$ cat src/rtl/ex_muldiv_if.sv
// Issue/result handshake bundle between the EX stage and the multiply/divide unit.
interface ex_muldiv_if #(parameter int XLEN = 32);
  logic            in_valid;
  logic            in_ready;
  logic [2:0]      op;
  logic [XLEN-1:0] rs1;
  logic [XLEN-1:0] rs2;
  logic [4:0]      rd_i;
  logic            flush;
  logic            out_valid;
  logic            out_ready;
  logic [XLEN-1:0] result;
  logic [4:0]      rd_o;
  logic            busy;

  modport master (
    output in_valid, op, rs1, rs2, rd_i, flush, out_ready,
    input  in_ready, out_valid, result, rd_o, busy
  );

  modport slave (
    input  in_valid, op, rs1, rs2, rd_i, flush, out_ready,
    output in_ready, out_valid, result, rd_o, busy
  );
endinterface

$ cat src/rtl/ex_muldiv_unit.sv
// RV32M/RV64M multi-cycle execute unit: pipelined multiply, radix-2 restoring divide.
// Define MULDIV_EARLY_OUT_EN to skip the dividend's leading zeros before iterating.
module ex_muldiv_unit #(
    parameter int XLEN       = 32,
    parameter int MUL_STAGES = 2
) (
    input logic        clk,
    input logic        rst,
    ex_muldiv_if.slave bus
);
    localparam int CW = $clog2(XLEN + 1);
    localparam logic [XLEN-1:0] MIN_NEG = {1'b1, {(XLEN-1){1'b0}}};

    typedef enum logic [2:0] {S_IDLE, S_MUL, S_DIV, S_FIX, S_DONE} state_t;

    state_t            state;
    logic [2:0]        op_q;
    logic [2*XLEN-1:0] prod;
    logic [XLEN-1:0]   quo, rem, dvs;
    logic [CW-1:0]     cnt;
    logic              neg_q, neg_r;

    logic              signed_div, sign_a, sign_b;
    logic [XLEN-1:0]   mag_a, mag_b;
    logic [2*XLEN-1:0] a_ext, b_ext, prod_in;
    logic [XLEN:0]     rem_sh;
    logic [XLEN-1:0]   rem_diff;
    logic              step_ge;

`ifdef MULDIV_EARLY_OUT_EN
    function automatic int clz(input logic [XLEN-1:0] v);
        int n;
        n = XLEN;
        for (int i = 0; i < XLEN; i++)
            if (v[i]) n = XLEN - 1 - i;
        return n;
    endfunction
`endif

    assign bus.in_ready = (state == S_IDLE);
    assign bus.busy     = (state != S_IDLE);

    // NOTE: every always_comb output is assigned unconditionally, so no latch can be inferred.
    always_comb begin
        signed_div = bus.op[2] & ~bus.op[0];
        sign_a     = signed_div & bus.rs1[XLEN-1];
        sign_b     = signed_div & bus.rs2[XLEN-1];
        mag_a      = sign_a ? -bus.rs1 : bus.rs1;
        mag_b      = sign_b ? -bus.rs2 : bus.rs2;
        // MULHU is the only op with an unsigned multiplicand; MULHSU/MULHU have unsigned multipliers.
        a_ext      = {{XLEN{(bus.op != 3'd3) & bus.rs1[XLEN-1]}}, bus.rs1};
        b_ext      = {{XLEN{~bus.op[1] & bus.rs2[XLEN-1]}}, bus.rs2};
        prod_in    = a_ext * b_ext;
        rem_sh     = {rem, quo[XLEN-1]};
        step_ge    = rem_sh >= {1'b0, dvs};
        rem_diff   = rem_sh[XLEN-1:0] - dvs;
    end

    // NOTE: sequential state uses non-blocking assignments so every register samples pre-edge values.
    always_ff @(posedge clk or negedge rst) begin
        if (!rst) begin
            state         <= S_IDLE;
            op_q          <= '0;
            prod          <= '0;
            quo           <= '0;
            rem           <= '0;
            dvs           <= '0;
            cnt           <= '0;
            neg_q         <= 1'b0;
            neg_r         <= 1'b0;
            bus.out_valid <= 1'b0;
            bus.result    <= '0;
            bus.rd_o      <= '0;
        end else if (bus.flush) begin
            state         <= S_IDLE;
            bus.out_valid <= 1'b0;
        end else begin
            unique case (state)
                S_IDLE: if (bus.in_valid) begin
                    op_q     <= bus.op;
                    bus.rd_o <= bus.rd_i;
                    if (!bus.op[2]) begin
                        if (MUL_STAGES == 1) begin
                            bus.result    <= (bus.op == 3'd0) ? prod_in[XLEN-1:0] : prod_in[2*XLEN-1:XLEN];
                            bus.out_valid <= 1'b1;
                            state         <= S_DONE;
                        end else begin
                            prod  <= prod_in;
                            cnt   <= CW'(MUL_STAGES - 2);
                            state <= S_MUL;
                        end
                    end else if (bus.rs2 == '0) begin
                        bus.result    <= bus.op[1] ? bus.rs1 : '1;
                        bus.out_valid <= 1'b1;
                        state         <= S_DONE;
                    end else if (signed_div && bus.rs1 == MIN_NEG && bus.rs2 == '1) begin
                        bus.result    <= bus.op[1] ? '0 : MIN_NEG;
                        bus.out_valid <= 1'b1;
                        state         <= S_DONE;
                    end else begin
                        dvs   <= mag_b;
                        rem   <= '0;
                        neg_q <= sign_a ^ sign_b;
                        neg_r <= sign_a;
`ifdef MULDIV_EARLY_OUT_EN
                        quo   <= mag_a << clz(mag_a);
                        cnt   <= CW'(XLEN - clz(mag_a));
                        state <= (mag_a == '0) ? S_FIX : S_DIV;
`else
                        quo   <= mag_a;
                        cnt   <= CW'(XLEN);
                        state <= S_DIV;
`endif
                    end
                end
                S_MUL: begin
                    if (cnt == '0) begin
                        bus.result    <= (op_q == 3'd0) ? prod[XLEN-1:0] : prod[2*XLEN-1:XLEN];
                        bus.out_valid <= 1'b1;
                        state         <= S_DONE;
                    end else begin
                        cnt <= cnt - 1'b1;
                    end
                end
                S_DIV: begin
                    rem <= step_ge ? rem_diff : rem_sh[XLEN-1:0];
                    quo <= {quo[XLEN-2:0], step_ge};
                    cnt <= cnt - 1'b1;
                    if (cnt == CW'(1)) state <= S_FIX;
                end
                S_FIX: begin
                    if (op_q[1]) bus.result <= neg_r ? -rem : rem;
                    else         bus.result <= neg_q ? -quo : quo;
                    bus.out_valid <= 1'b1;
                    state         <= S_DONE;
                end
                S_DONE: if (bus.out_ready) begin
                    bus.out_valid <= 1'b0;
                    state         <= S_IDLE;
                end
                default: state <= S_IDLE;
            endcase
        end
    end
endmodule
$ cat src/flat_wrapper.sv
// flat-port wrapper written by rule: the top's interface ports become plain ports
module ex_muldiv_unit_flat 
#(
    parameter int XLEN       = 32,
    parameter int MUL_STAGES = 2
)
  (clk, rst, bus_in_valid, bus_op, bus_rs1, bus_rs2, bus_rd_i, bus_flush, bus_out_ready, bus_in_ready, bus_out_valid, bus_result, bus_rd_o, bus_busy);
  ex_muldiv_if #(.XLEN(XLEN)) bus_i ();
  input logic clk;
  input logic rst;
  input wire logic [$bits(bus_i.in_valid)-1:0] bus_in_valid;
  input wire logic [$bits(bus_i.op)-1:0] bus_op;
  input wire logic [$bits(bus_i.rs1)-1:0] bus_rs1;
  input wire logic [$bits(bus_i.rs2)-1:0] bus_rs2;
  input wire logic [$bits(bus_i.rd_i)-1:0] bus_rd_i;
  input wire logic [$bits(bus_i.flush)-1:0] bus_flush;
  input wire logic [$bits(bus_i.out_ready)-1:0] bus_out_ready;
  output wire logic [$bits(bus_i.in_ready)-1:0] bus_in_ready;
  output wire logic [$bits(bus_i.out_valid)-1:0] bus_out_valid;
  output wire logic [$bits(bus_i.result)-1:0] bus_result;
  output wire logic [$bits(bus_i.rd_o)-1:0] bus_rd_o;
  output wire logic [$bits(bus_i.busy)-1:0] bus_busy;
  assign bus_i.in_valid = bus_in_valid;
  assign bus_i.op = bus_op;
  assign bus_i.rs1 = bus_rs1;
  assign bus_i.rs2 = bus_rs2;
  assign bus_i.rd_i = bus_rd_i;
  assign bus_i.flush = bus_flush;
  assign bus_i.out_ready = bus_out_ready;
  assign bus_in_ready = bus_i.in_ready;
  assign bus_out_valid = bus_i.out_valid;
  assign bus_result = bus_i.result;
  assign bus_rd_o = bus_i.rd_o;
  assign bus_busy = bus_i.busy;
  ex_muldiv_unit #(.XLEN(XLEN), .MUL_STAGES(MUL_STAGES)) u_core (.clk(clk), .rst(rst), .bus(bus_i));
endmodule
$ cat config.mk
export PLATFORM = sky130hd
export DESIGN_NAME = ex_muldiv_unit_flat
export DESIGN_NICKNAME = d
export VERILOG_FILES = /design/src/rtl/ex_muldiv_if.sv /design/src/rtl/ex_muldiv_unit.sv /design/src/flat_wrapper.sv
export SDC_FILE = /design/constraint.sdc
export NUM_CORES = 2
export LEC_CHECK = 0
export ABC_AREA = 1
export CAP_MARGIN = 10
export CORE_MARGIN = 4
export CORE_UTILIZATION = 45
export CTS_CLUSTER_SIZE = 28
export DETAILED_ROUTE_END_ITERATION = 12
export GPL_TIMING_DRIVEN = 0
export SLEW_MARGIN = 20
export SYNTH_ARGS = -nofsm -noshare
export SYNTH_HDL_FRONTEND = slang
export SYNTH_SLANG_ARGS = --single-unit
$ cat constraint.sdc
create_clock -name clk -period 4 [get_ports clk]
set_input_delay 0.8 -clock clk [delete_from_list [all_inputs] [get_ports clk]]
set_output_delay 0.8 -clock clk [all_outputs]
set_load 0.01 [all_outputs]
==> flow_metrics.py <==
metrics = {
    "global_routing": {
        "antenna_found_initial": 18,
        "grt_pass1_wl_mm": 382,
        "first_global_vias": 53900,
        "grt_usage_pct": 40.8,
        "grt_max_degree": 80,
        "gr-total-overflow": 0,
    },
    "setup_path": {
        "r2r_cells": 7,
        "required_ps": 4460,
        "r2r_end": "u_core.rem[18]",
        "cp_max_fo": 12,
        "critPathSlowestCell": "fa_2",
        "worstSetupEndpoint": "u_core.prod[63]",
        "arrival_ps": 7880,
        "startpoint": "bus_op[2]",
        "r2r_setup_slack_ps": 720,
        "cpMostUsedCell": "fa_1",
        "reg2reg_from": "u_core.state[0]",
        "crit_path_end_kind": "flip-flop",
        "timing_worst_setup_path_type": "in -> reg",
        "critical_path_depth": 31,
        "path_buf_inv": 10,
        "cp-start-kind": "primary input",
        "cpPeakStageDelay_ps": 640,
        "critPathTopFamily": "adder cells",
    },
    "sta": {
        "hold_viol_final": 0,
        "slew_violations": 0,
        "finalCritPeriodShare_pct": 186,
        "max_freq_ghz": 0.135,
        "final.min_clock_period_ps": 7430,
        "fin_ws_ps": -3430,
        "max-slew-margin-rel_pct": 18.3,
        "tightest_slew_ps": 1220,
        "rsz0062_at_grt": "yes",
        "setup_violations": 57,
        "clock_skew_ps": 28.3,
    },
    "placed_design": {
        "dp_hpwl_mm": 216,
        "pre_cts_slack_ps": -5740,
        "io_buffer_count": 62,
        "post_dp_cell_area_mm2": 0.0619,
        "gp_congestion": 1.05,
    },
    "clock_network": {
        "numCtsBuffers": 23,
        "cts-root-buf": "clkbuf_16",
        "cts_tree": "yes",
        "postCtsHoldBufs": 0,
        "clock_latency_ps": 570,
        "h-tree-depth": 1,
        "clkTransAtPathRegs_ps": 80,
        "clock_path_buffers": 3,
        "cts.sinks": 212,
    },
    "floorplanning": {
        "die_area_mm2": 0.130,
        "die_y_um": 361,
        "ios": 117,
        "num_rows": 129,
        "chipWidth_um": 361,
        "fp.coreArea_mm2": 0.124,
        "start_util_pct": 45.3,
    },
    "synthesis": {
        "ys_seq_area_share_pct": 9.46,
        "synthCells": 7563,
        "yosys.area.top_type": "fa_1",
        "synth.area.top_cells": "fa_1, nand2_1, inv_1",
        "synth_nets": 9018,
        "synth_cell_types": 51,
        "synthesis.area_mm2": 0.0561,
        "ys.flop_type": "dfrtp_1",
        "async_reset_ff_share_pct": 100,
        "synth_warnings": 0,
        "synth.avg_cell_area_um2": 7.41,
        "synth_edf_count": 0,
        "ys_ff_latch": 212,
        "synthDominantCellAreaShare_pct": 40.2,
    },
    "finish": {
        "nNetsFinal": 9407,
        "drive_gt1_share_pct": 19.2,
        "layout_commonest_cell": "nand2_1",
        "area_growth_pct": 24.6,
        "final_cell_area_mm2": 0.0699,
        "mostFrequentLayoutCells": "nand2_1, inv_1, fa_1",
    },
    "detailed_routing": {
        "routedWlPerCell_um": 27.7,
        "first_iter_violations": 6483,
        "wl_mm": 267,
        "dr.pass1.iters": 6,
        "vias": 53400,
        "ant_nets": 0,
        "via_per_inst": 5.56,
        "drc_errors": 0,
    },
    "run": {
        "drv_cap": 0,
    },
    "run_status": {
        "violations": "negative setup slack",
        "outcome": "complete, but fails checks",
    },
    "hold_path": {
        "hp-class": "in -> async",
    },
}
-- worst min path at each step --
stage                  startpoint  cells past startpoint                  to
3_5_place_dp      u_core.prod[11]                      2     u_core.prod[11]
6_report                      rst                      1      u_core.rem[26]
5_1_grt                       rst                      1      u_core.rem[26]
4_1_cts                       rst                      1      u_core.rem[26]
2_1_floorplan      u_core.prod[1]                      2      u_core.prod[1]
3_3_place_gp   u_core.bus.rd_o[1]                      2  u_core.bus.rd_o[1]
-- per-layer routing --
layer	GRT usage [%]	vias to the layer above	routed length [µm]
met5	0.472	-	264
met4	20.0	10	17400
met3	13.4	698	32900
met2	59.2	3060	110000
met1	55.2	26700	106000
li1	-	23000	-
-- state kept, by name, indices dropped and copies added (netlist names) --
| signal | count |
|---|---|
| u_core.rem | 32 |
| u_core.neg_r | 1 |
| u_core.cnt | 6 |
| u_core.quo | 32 |
| u_core.bus.rd_o | 5 |
| u_core.state | 3 |
| u_core.bus.out_valid | 1 |
| u_core.dvs | 32 |
| u_core.bus.result | 32 |
| u_core.neg_q | 1 |
| u_core.prod | 64 |
| u_core.op_q | 3 |
-- worst register-to-register path: cells and delay by family (launching register included) --
kind,cells,cell delay [ps]
flip-flops,1,480
AND/OR/NAND/NOR,4,1810
buffers and inverters,3,910
-- logic make-up after synthesis --
logic type | Yosys count | share of synthesized area, %
adders and majority gates | 1378 | 45.8
buffers and inverters | 2206 | 15.2
xor gates and xnor gates | 81 | 1.27
AOI/OAI and AO/OA | 561 | 5.44
and+or+nand+nor | 3125 | 22.8
DFF | 212 | 9.46
-- synthesized netlist by cell type, types with 6 or more instances --
library cell,number
a21oi_1,172
a31oi_1,11
buf_1,102
buf_2,79
buf_4,17
buf_6,12
clkbuf_1,150
dfrtp_1,212
fa_1,1126
ha_1,252
inv_1,1820
inv_2,24
nand2_1,2151
nand3_1,391
nand3b_1,26
nand4_1,70
nor2_1,396
nor2_2,15
nor3_1,27
nor4_1,11
o211ai_1,40
o21a_1,6
o21ai_0,224
o21ai_1,62
o21bai_1,22
o22ai_1,8
or2_2,15
xnor2_1,39
xor2_1,42
-- final cells by class --
| cell class | count | area, µm² |
|---|---|---|
| diodes | 14 | 35.0 |
| plain buffers | 349 | 4520 |
| clock buffers | 29 | 618 |
| clock inverters | 11 | 128 |
| fillers | 11700 | 53900 |
| inverters | 1846 | 7000 |
| multi-input cells | 5145 | 46600 |
| flip-flops and latches | 212 | 5310 |
| well taps | 1637 | 2050 |
| repair buffers | 375 | 3660 |
-- through the flow --
step	setup TNS (ps)	hold WS [ps]	util [%]	cells
after floorplan	-148880	437	-	7563
after global placement	-1860570	456	49.9	9262
after detailed placement	-291530	461	50.0	9264
after CTS	-155560	206	55.0	9509
after global routing	-168200	222	56.4	9605
final	-161060	158	56.4	9618
-- timing repair --
action / in CTS / in global routing
hold endpoints to repair: 0 / 0
pin swaps: 275 / 203
gates resized for setup: 983 / 299
setup endpoints to repair: 59 / 57
cloned: 0 / 1
buffers inserted: 208 / 103
Power is not shown: default switching activity piles up to over one toggle a cycle in this logic, so the estimate is an artifact.
